==> config.mk <==
export PLATFORM = sky130hd
export DESIGN_NAME = data_lane_striper_xn
export DESIGN_NICKNAME = d
export VERILOG_FILES = /design/src/rtl/data_lane_striper_xn.sv
export SDC_FILE = /design/constraint.sdc
export NUM_CORES = 1
export LEC_CHECK = 0
export ABC_AREA = 1
export CORE_MARGIN = 2
export CORE_UTILIZATION = 35
export DETAILED_ROUTE_END_ITERATION = 8
export PLACE_DENSITY = 0.66
export SLEW_MARGIN = 20
export SYNTH_ARGS = -nofsm -noshare
export SYNTH_HDL_FRONTEND = slang
export SYNTH_SLANG_ARGS = --single-unit
==> constraint.sdc <==
create_clock -name clk_i -period 3.4 [get_ports clk_i]
set_input_delay 0.85 -clock clk_i [delete_from_list [all_inputs] [get_ports clk_i]]
set_output_delay 0.85 -clock clk_i [all_outputs]
set_load 0.01 [all_outputs]
==> src/rtl/data_lane_striper_xn.sv <==
// data_lane_striper_xn: stripes a byte-serial symbol stream round-robin across
// 1..MAX_LANES active lanes. One output word carries one byte per active lane.
// A packet that ends mid-stripe has its remaining active lanes filled with PAD
// (K=1). Data passes through a staging register and then an output register,
// so the block sustains one byte per cycle at every link width, including x1.
module data_lane_striper_xn #(
  parameter int         MAX_LANES  = 8,
  parameter logic [7:0] PAD_SYMBOL = 8'hF7,
  parameter int         LW         = $clog2(MAX_LANES) + 1
) (
  input  logic                   clk_i,
  input  logic                   rst_ni,
  input  logic [LW-1:0]          link_width_i,
  input  logic [7:0]             data_i,
  input  logic                   data_k_i,
  input  logic                   data_valid_i,
  input  logic                   data_last_i,
  output logic                   data_ready_o,
  output logic [MAX_LANES*8-1:0] lane_data_o,
  output logic [MAX_LANES-1:0]   lane_k_o,
  output logic [MAX_LANES-1:0]   lane_en_o,
  output logic                   lane_valid_o,
  input  logic                   lane_ready_i,
  output logic                   busy_o
);

  localparam int PW = (MAX_LANES > 1) ? $clog2(MAX_LANES) : 1;

  logic [MAX_LANES-1:0][7:0] stage_data_q;
  logic [MAX_LANES-1:0]      stage_k_q;
  logic                      stage_full_q;
  logic [PW-1:0]             ptr_q;
  logic [LW-1:0]             width_q;
  logic                      ready_en_q;

  logic [MAX_LANES-1:0][7:0] out_data_q;
  logic [MAX_LANES-1:0]      out_k_q;
  logic [MAX_LANES-1:0]      out_en_q;
  logic                      out_valid_q;

  logic                      width_legal;
  logic [LW-1:0]             legal_width;
  logic [LW-1:0]             cur_width;
  logic [LW-1:0]             ptr_ext;
  logic                      move;
  logic                      xfer;
  logic                      stripe_end;
  logic                      complete;
  logic                      pad_stripe;
  logic [MAX_LANES-1:0]      width_mask;
  logic [MAX_LANES-1:0]      pad_mask;

  // An illegal width (zero, not a power of two, or too wide) falls back to x1.
  // The first byte of a stripe uses the incoming width; later bytes use the latch.
  always_comb begin
    width_legal = (link_width_i != '0)
               && ((link_width_i & (link_width_i - LW'(1))) == '0)
               && (link_width_i <= LW'(MAX_LANES));
    legal_width = width_legal ? link_width_i : LW'(1);
    cur_width   = (ptr_q == '0) ? legal_width : width_q;
    ptr_ext     = LW'(ptr_q);
    move        = stage_full_q && (!out_valid_q || lane_ready_i);
    data_ready_o = ready_en_q && (!stage_full_q || move);
    xfer        = data_valid_i && data_ready_o;
    stripe_end  = (ptr_ext == (cur_width - LW'(1)));
    complete    = xfer && (stripe_end || data_last_i);
    pad_stripe  = xfer && data_last_i && !stripe_end;
  end

  // Lane masks: active lanes of the staged stripe, and lanes to pad this cycle.
  always_comb begin
    width_mask = '0;
    pad_mask   = '0;
    for (int i = 0; i < MAX_LANES; i++) begin
      if (LW'(i) < width_q) width_mask[i] = 1'b1;
      if (pad_stripe && (LW'(i) > ptr_ext) && (LW'(i) < cur_width)) pad_mask[i] = 1'b1;
    end
  end

  // Staging register: collects bytes of the current stripe and tracks fill state.
  always_ff @(posedge clk_i or negedge rst_ni) begin
    if (!rst_ni) begin
      stage_data_q <= '0;
      stage_k_q    <= '0;
      stage_full_q <= 1'b0;
      ptr_q        <= '0;
      width_q      <= LW'(1);
      ready_en_q   <= 1'b0;
    end else begin
      ready_en_q <= 1'b1;
      if (xfer) begin
        stage_data_q[ptr_q] <= data_i;
        stage_k_q[ptr_q]    <= data_k_i;
        if (ptr_q == '0) width_q <= legal_width;
      end
      for (int i = 0; i < MAX_LANES; i++) begin
        if (pad_mask[i]) begin
          stage_data_q[i] <= PAD_SYMBOL;
          stage_k_q[i]    <= 1'b1;
        end
      end
      if (complete) ptr_q <= '0;
      else if (xfer) ptr_q <= ptr_q + PW'(1);
      if (complete) stage_full_q <= 1'b1;
      else if (move) stage_full_q <= 1'b0;
    end
  end

  // Output register: takes a completed stripe and holds it until accepted.
  always_ff @(posedge clk_i or negedge rst_ni) begin
    if (!rst_ni) begin
      out_data_q  <= '0;
      out_k_q     <= '0;
      out_en_q    <= '0;
      out_valid_q <= 1'b0;
    end else if (move) begin
      for (int i = 0; i < MAX_LANES; i++) begin
        out_data_q[i] <= width_mask[i] ? stage_data_q[i] : 8'h00;
      end
      out_k_q     <= stage_k_q & width_mask;
      out_en_q    <= width_mask;
      out_valid_q <= 1'b1;
    end else if (lane_ready_i) begin
      out_valid_q <= 1'b0;
    end
  end

  assign lane_data_o  = out_data_q;
  assign lane_k_o     = out_k_q;
  assign lane_en_o    = out_en_q;
  assign lane_valid_o = out_valid_q;
  assign busy_o       = stage_full_q || out_valid_q || (ptr_q != '0);

endmodule

## Word-level counts from Yosys, hierarchy flattened

Cells that the tools add are included.

| word-level totals | value |
|---|---|
| bits in registers | 162 |
| bits of input ports | 18 |
| output and inout bits | 83 |
| logic and storage cells | 168 |

| cells by class | value |
|---|---|
| add/subtract/negate cells | 3 |
| $lt $le $gt $ge | 27 |
| eq/ne operators | 1 |
| multiplexer cells | 56 |
| bitwise operators | 2 |
| reduce and logical (&&, ||, !) cells | 48 |

Operator list:

| operator | number |
|---|---|
| 8-bit two-way mux | 18 |
| 64-bit bitwise mux | 1 |
| 64-bit two-way mux | 1 |
| 3-bit by 4-bit < comparator with 1-bit output (first input constant) | 8 |
| 1-bit two-way mux | 29 |
| 1-bit logical AND | 25 |
| 8-bit demux with 3-bit select | 1 |
| 2-bit nonzero test | 11 |
| 1-bit by 4-bit < comparator with 1-bit output (first input constant) | 4 |
| 2-bit by 4-bit < comparator with 1-bit output (first input constant) | 4 |
| 3-bit > comparator (first input constant) | 4 |
| 8-bit bitwise AND | 1 |
| 8-bit bitwise mux | 1 |
| 4-bit two-way mux | 2 |
| 4-bit by 1-bit subtractor with 4-bit output (second input constant) | 2 |
| 1-bit by 3-bit > comparator with 1-bit output (first input constant) | 2 |
| 2-bit by 3-bit > comparator with 1-bit output (first input constant) | 2 |
| 3-bit two-way mux | 2 |
| 1-bit logical OR | 5 |
| 4-bit bitwise AND | 1 |
| 3-bit by 4-bit equality test with 1-bit output | 1 |
| 4-bit less-or-equal comparator (second input constant) | 1 |
| 4-bit zero test | 1 |
| 3-bit by 4-bit < comparator with 1-bit output (second input constant) | 1 |
| 7 further kinds | 9 |

## Logic depth before layout (Yosys ltp)

| logic depth | value |
|---|---|
| depth in word-level cells | 15 |
| mapped depth | 19 |
| mapped depth without buffers | 17 |

## Least setup slack after synthesis

No wires, ideal clock.

| timing | value |
|---|---|
| path kind | register to register |
| start point | reg ptr_q[0] |
| end point | reg stage_k_q[6] |
| library setup time | 0.116 ns |
| data arrival time | 2.543 ns |
| required time | 3.284 ns |
| setup slack | 0.740 ns |
| cell stages (with the launch flop) | 20 |
| path buffers | 2 |
| clock period less this slack | 2.660 ns |
| path through | dfrtp_1 -> buf_2 -> inv_2 -> ha_1 -> inv_1 -> nor2_8 -> inv_2 -> nor2_1 -> nand2_1 -> nand2_2 -> inv_1 -> ha_1 -> xnor2_1 -> a21oi_1 -> nand3_4 -> nand3_2 -> buf_6 -> nand2_1 -> nand2_1 -> nand2_1 |

| on the way | value |
|---|---|
| cells in the longest elaborated chain, start to end | 10 |
| elaborated cells between the ends (all ways) | 20 |
| classes of those cells | add/sub (1); order compare (4); eq/ne (1); mux (7); reduce/logical (7) |

RTL lines:

| element | RTL line | RTL |
|---|---|---|
| start, declared | 32 | `logic [PW-1:0] ptr_q;` |
| start signal, assigned | 103 | `else if (xfer) ptr_q <= ptr_q + PW'(1);` |
| 3-bit zero test (*) | 60 | `cur_width = (ptr_q == '0) ? legal_width : width_q;` |
| 4-bit two-way mux (*) | - |  |
| named net cur_width[0] | 43 | `logic [LW-1:0] cur_width;` |
| 4-bit by 1-bit subtractor with 4-bit output | 65 | `stripe_end = (ptr_ext == (cur_width - LW'(1)));` |
| 3-bit by 4-bit equality test with 1-bit output | 65 |  |
| 1-bit zero test | 67 | `pad_stripe = xfer && data_last_i && !stripe_end;` |
| 1-bit logical AND | 67 |  |
| 1-bit logical AND | 76 | `if (pad_stripe && (LW'(i) > ptr_ext) && (LW'(i) < cur_width)) pad_mask[i] = 1'b1;` |
| 1-bit logical AND (*) | 76 |  |
| 1-bit two-way mux (*) | 76 |  |
| 1-bit two-way mux or 2-bit nonzero test (tied branches) | - |  |
| end signal, assigned by index | 93 | `stage_k_q[ptr_q] <= data_k_i;` |
| end, declared | 30 | `logic [MAX_LANES-1:0] stage_k_q;` |

The timed path passes the listed nets; every way through them passes the cells marked *. The select of a mux whose other input is x is not followed.
A chain may end at the register's enable or synchronous reset.

## Worst setup path in the final report

| timing | value |
|---|---|
| start point | reg ptr_q[1] |
| end point | reg stage_data_q[28] in the netlist's numbering |

| on the way | value |
|---|---|
| cells in the longest elaborated chain, start to end | 10 |
| elaborated cells between the ends (all ways) | 20 |
| classes of those cells | add/sub (1); order compare (4); eq/ne (1); mux (7); reduce/logical (7) |

RTL lines:

| element | RTL line | RTL |
|---|---|---|
| 3-bit zero test (*) | 60 |  |
| 4-bit two-way mux (*) | - |  |
| named net cur_width[0] | 43 |  |
| 4-bit by 1-bit subtractor with 4-bit output | 65 |  |
| 3-bit by 4-bit equality test with 1-bit output | 65 |  |
| 1-bit zero test | 67 |  |
| 1-bit logical AND | 67 |  |
| 1-bit logical AND | 76 |  |
| 1-bit logical AND (*) | 76 |  |
| 1-bit two-way mux (*) | 76 |  |
| 8-bit two-way mux or 2-bit nonzero test (tied branches) | - |  |
| end signal, assigned by index | 92 | `stage_data_q[ptr_q] <= data_i;` |
| end, declared | 29 | `logic [MAX_LANES-1:0][7:0] stage_data_q;` |

Marks and branches as above.

==> impl_results.md <==
* Tightest Pin Transition at approximately 0.90 ns
* CTS sink count at 162
* Final wirelength at 18.2 mm
* FMAX at about 330 MHz
* VDD IR max at approximately 0.00035 V
* Core Region at approximately 21,000 um2
* Initial drt markers at 438
* Unrepaired setup endpoints after global routing: no
* Run status: finished clean
* Initial antenna violation count at 0
* Worst min path class: in2async
* Cell-by-cell trace of the critical path: inv_1 -> ha_1 -> inv_1 -> nor2_8 -> inv_2 -> nor2_1 -> nand2_1 -> nand2_2 -> inv_1 -> ha_1 -> xnor2_1 -> a21oi_1 -> nand3_4 -> nand3_2 -> nand2_1 -> nand2_1 -> nand2_1
* Avg Cell Area, Syn at between 8 and 9 um2
* Static Leak at 4.71 nW
* DIE AREA at about 23,000 um2
* Post-synth EDFFs at 0
* YS warnings at 0
* Tcrit/Tclk final at roughly nine tenths
* CTS Buf Count at 17
* CTS tree: yes
* Post-Syn Area at between 7000 and 8000 um2
* Synth Net Count at just over 900
* Fin Hold WS at between 0.4 and 0.5 ns
* Hold Fails Final Rpt at 0
* Power per Cell Area at between 700 and 800 nW/um2
* Synth top area share at between 50% and 60%
* Clock Pin Slew Worst Setup and Hold Paths at ~0.07 ns
* Synth cell count leaders: nand2_1, dfrtp_1, inv_1
* Gr usage total at about 17%
* Crit path kind: reg2reg
* # rows at 53
* 1st-pass router iterations at 7
* Final core utilization at between 40 and 50%
* I/O pin cnt at about 100
* Layout Skew at approximately 0.01 ns
* GRT Residual Overflow at 0
* Die Ht at 150 um
* Synth top area cells: dfrtp_1, nand2_1, nand3_1, inv_1, o21ai_0
* GP Congestion at ~0.9
* Vias in the first global route at 5,845
* Worst setup startpoint: ptr_q[1]$_DFFE_PN0P_
* Share of cells above drive strength 1 at 9.54%
* Clock Path Buffers at 2
* # Max-Cap Violations at 0
* Critical R2R Launch: ptr_q[1]$_DFFE_PN0P_
* Slowest Stage Delay on Critical Path at 0.46 ns
* Critical path's slowest cell: dfrtp_1
* Sequential share of the synthesized area at a little over half
* Vias per cell at around 4.7
* ANT cells at 0
* Post-synthesis async set-or-reset flop share at 100%
* Layout area overhead at 26.7%
* Largest net degree at the start of global routing at 65
* Top-count cell post-synth: nand2_1
* FF+latch count, synth at 162
* Final min period at 3.05 ns
* DRC Markers at 0
* DP Wirelength at between 10 and 15 mm
* Tot Pwr at 6.97 mW
* CP arrival at around 3.4 ns
* CTS resizes at 0
* Hold-fix buffers, CTS at 0
* Post-CTS Setup Repair Bufs at 0
* Most used cell, CP: nand2_1
* Synthesized instance count at between 800 and 900
* Wire length per cell at around 14 um
* Initial Util at between 30% and 40%
* Post-layout nets at between 1,000 and 1,500
* Dominant cell type by area after synthesis: dfrtp_1
* CP Launch Type: register
* Crit-path max FO at 9
* Detail Route Antenna Nets at 0
* Worst setup EP type: register
* Max-slew violation count at 0
* Post-synth top flop: dfrtp_1
* Chip Width at 150 um
* Critical Path RT at 3.71 ns
* Slew margin rel. at 39.3%
* H-tree lvl count at 4
* Clk_lat worst skew at 0.43 ns
* Unique masters post-synth at 38
* Port bufs at 100
* Root Driver: clkbuf_16
* Final setup viols at 0
* Vias at approximately 6,000
* Global-route wire length before repair at between 20 and 30 mm
logic make-up after synthesis:
logic type               Yosys count  synth area share [%]
AO/OA/AOI/OAI                    116                  8.74
XOR/XNOR                           1                 0.117
adder cells (fa/ha/maj)            5                 0.837
buffers and inverters            192                  10.9
flip-flops                       162                  54.3
multiplexers                       3                 0.452
other                              1                0.0502
AND/OR/NAND/NOR                  415                  24.7
state kept, by name, indices dropped and copies added, names as in the netlist, 3 cells and up:
signal / cells
stage_data_q: 64
ptr_q: 3
lane_k_o: 8
stage_k_q: 8
lane_en_o: 8
width_q: 4
lane_data_o: 64
worst max-delay path: cells and delay by family, from the launching register on:
kind                       cells  cell delay (ns)
xor gates and xnor gates       1             0.13
DFF                            1             0.46
AOI/OAI and AO/OA              1             0.23
buffers and inverters          4             0.46
adders and majority gates      2             0.48
and+or+nand+nor                9             1.16
metal layers:
| layer | vias to the layer above | routed length (um) | GRT usage (%) |
|---|---|---|---|
| li1 | 3055 | - | - |
| met1 | 2866 | 8580 | 24.0 |
| met4 | 0 | 361 | 6.23 |
| met2 | 173 | 8220 | 26.3 |
| met3 | 30 | 1050 | 3.15 |
| met5 | - | 0 | 0 |
stage by stage:
step,setup slack [ns],std cells,instance area (um2),TNS [ns]
after floorplan,0.740,895,7470,0
after global placement,0.0498,1260,8840,0
after detailed placement,-0.0354,1260,8840,-0.206
after CTS,0.370,1292,9470,0
after global routing,0.132,1292,9470,0
final,0.353,1292,9470,0
placed cells by master, fill, tap and decap left out, types with 4 or more instances in the layout:
cell type	instances
inv_1	148
nor2_1	15
nor3_1	4
nand2_1	256
a21oi_1	4
o211ai_1	4
o22ai_1	31
o21ai_0	64
clkbuf_16	17
dfrtp_1	161
ha_1	5
nand3_2	8
nand4_1	4
inv_6	4
nand2_2	7
clkdlybuf4s50_1	99
o21ai_1	8
buf_4	28
nand3_1	111
report_power, final:
group | internal [mW] | switching, mW
registers | 2.45 | 0.299
logic | 0.942 | 1.27
clock network | 1.21 | 0.808
total | 4.60 | 2.37
final timing paths:
check,to,slack (ns),depth (start not counted)
max,stage_data_q[28]$_DFFE_PN0P_,0.35,17
min,stage_data_q[0]$_DFFE_PN0P_,0.41,1
max reg2reg,stage_data_q[28]$_DFFE_PN0P_,0.35,17
min reg2reg,stage_k_q[6]$_DFFE_PN0P_,0.49,2
max in group asynchronous,stage_data_q[47]$_DFFE_PN0P_,2.21,2
min in group clk_i,stage_k_q[6]$_DFFE_PN0P_,0.49,2
final cells by class:
type,count,area [um2]
Fill cell,2075,11500
Sequential cell,162,4060
Multi-Input combinational cell,541,2620
Timing Repair Buffer,130,1250
Inverter,152,571
Clock buffer,19,453
Tap cell,275,344
Clock inverter,13,174
(Power assumes the default switching activity.)
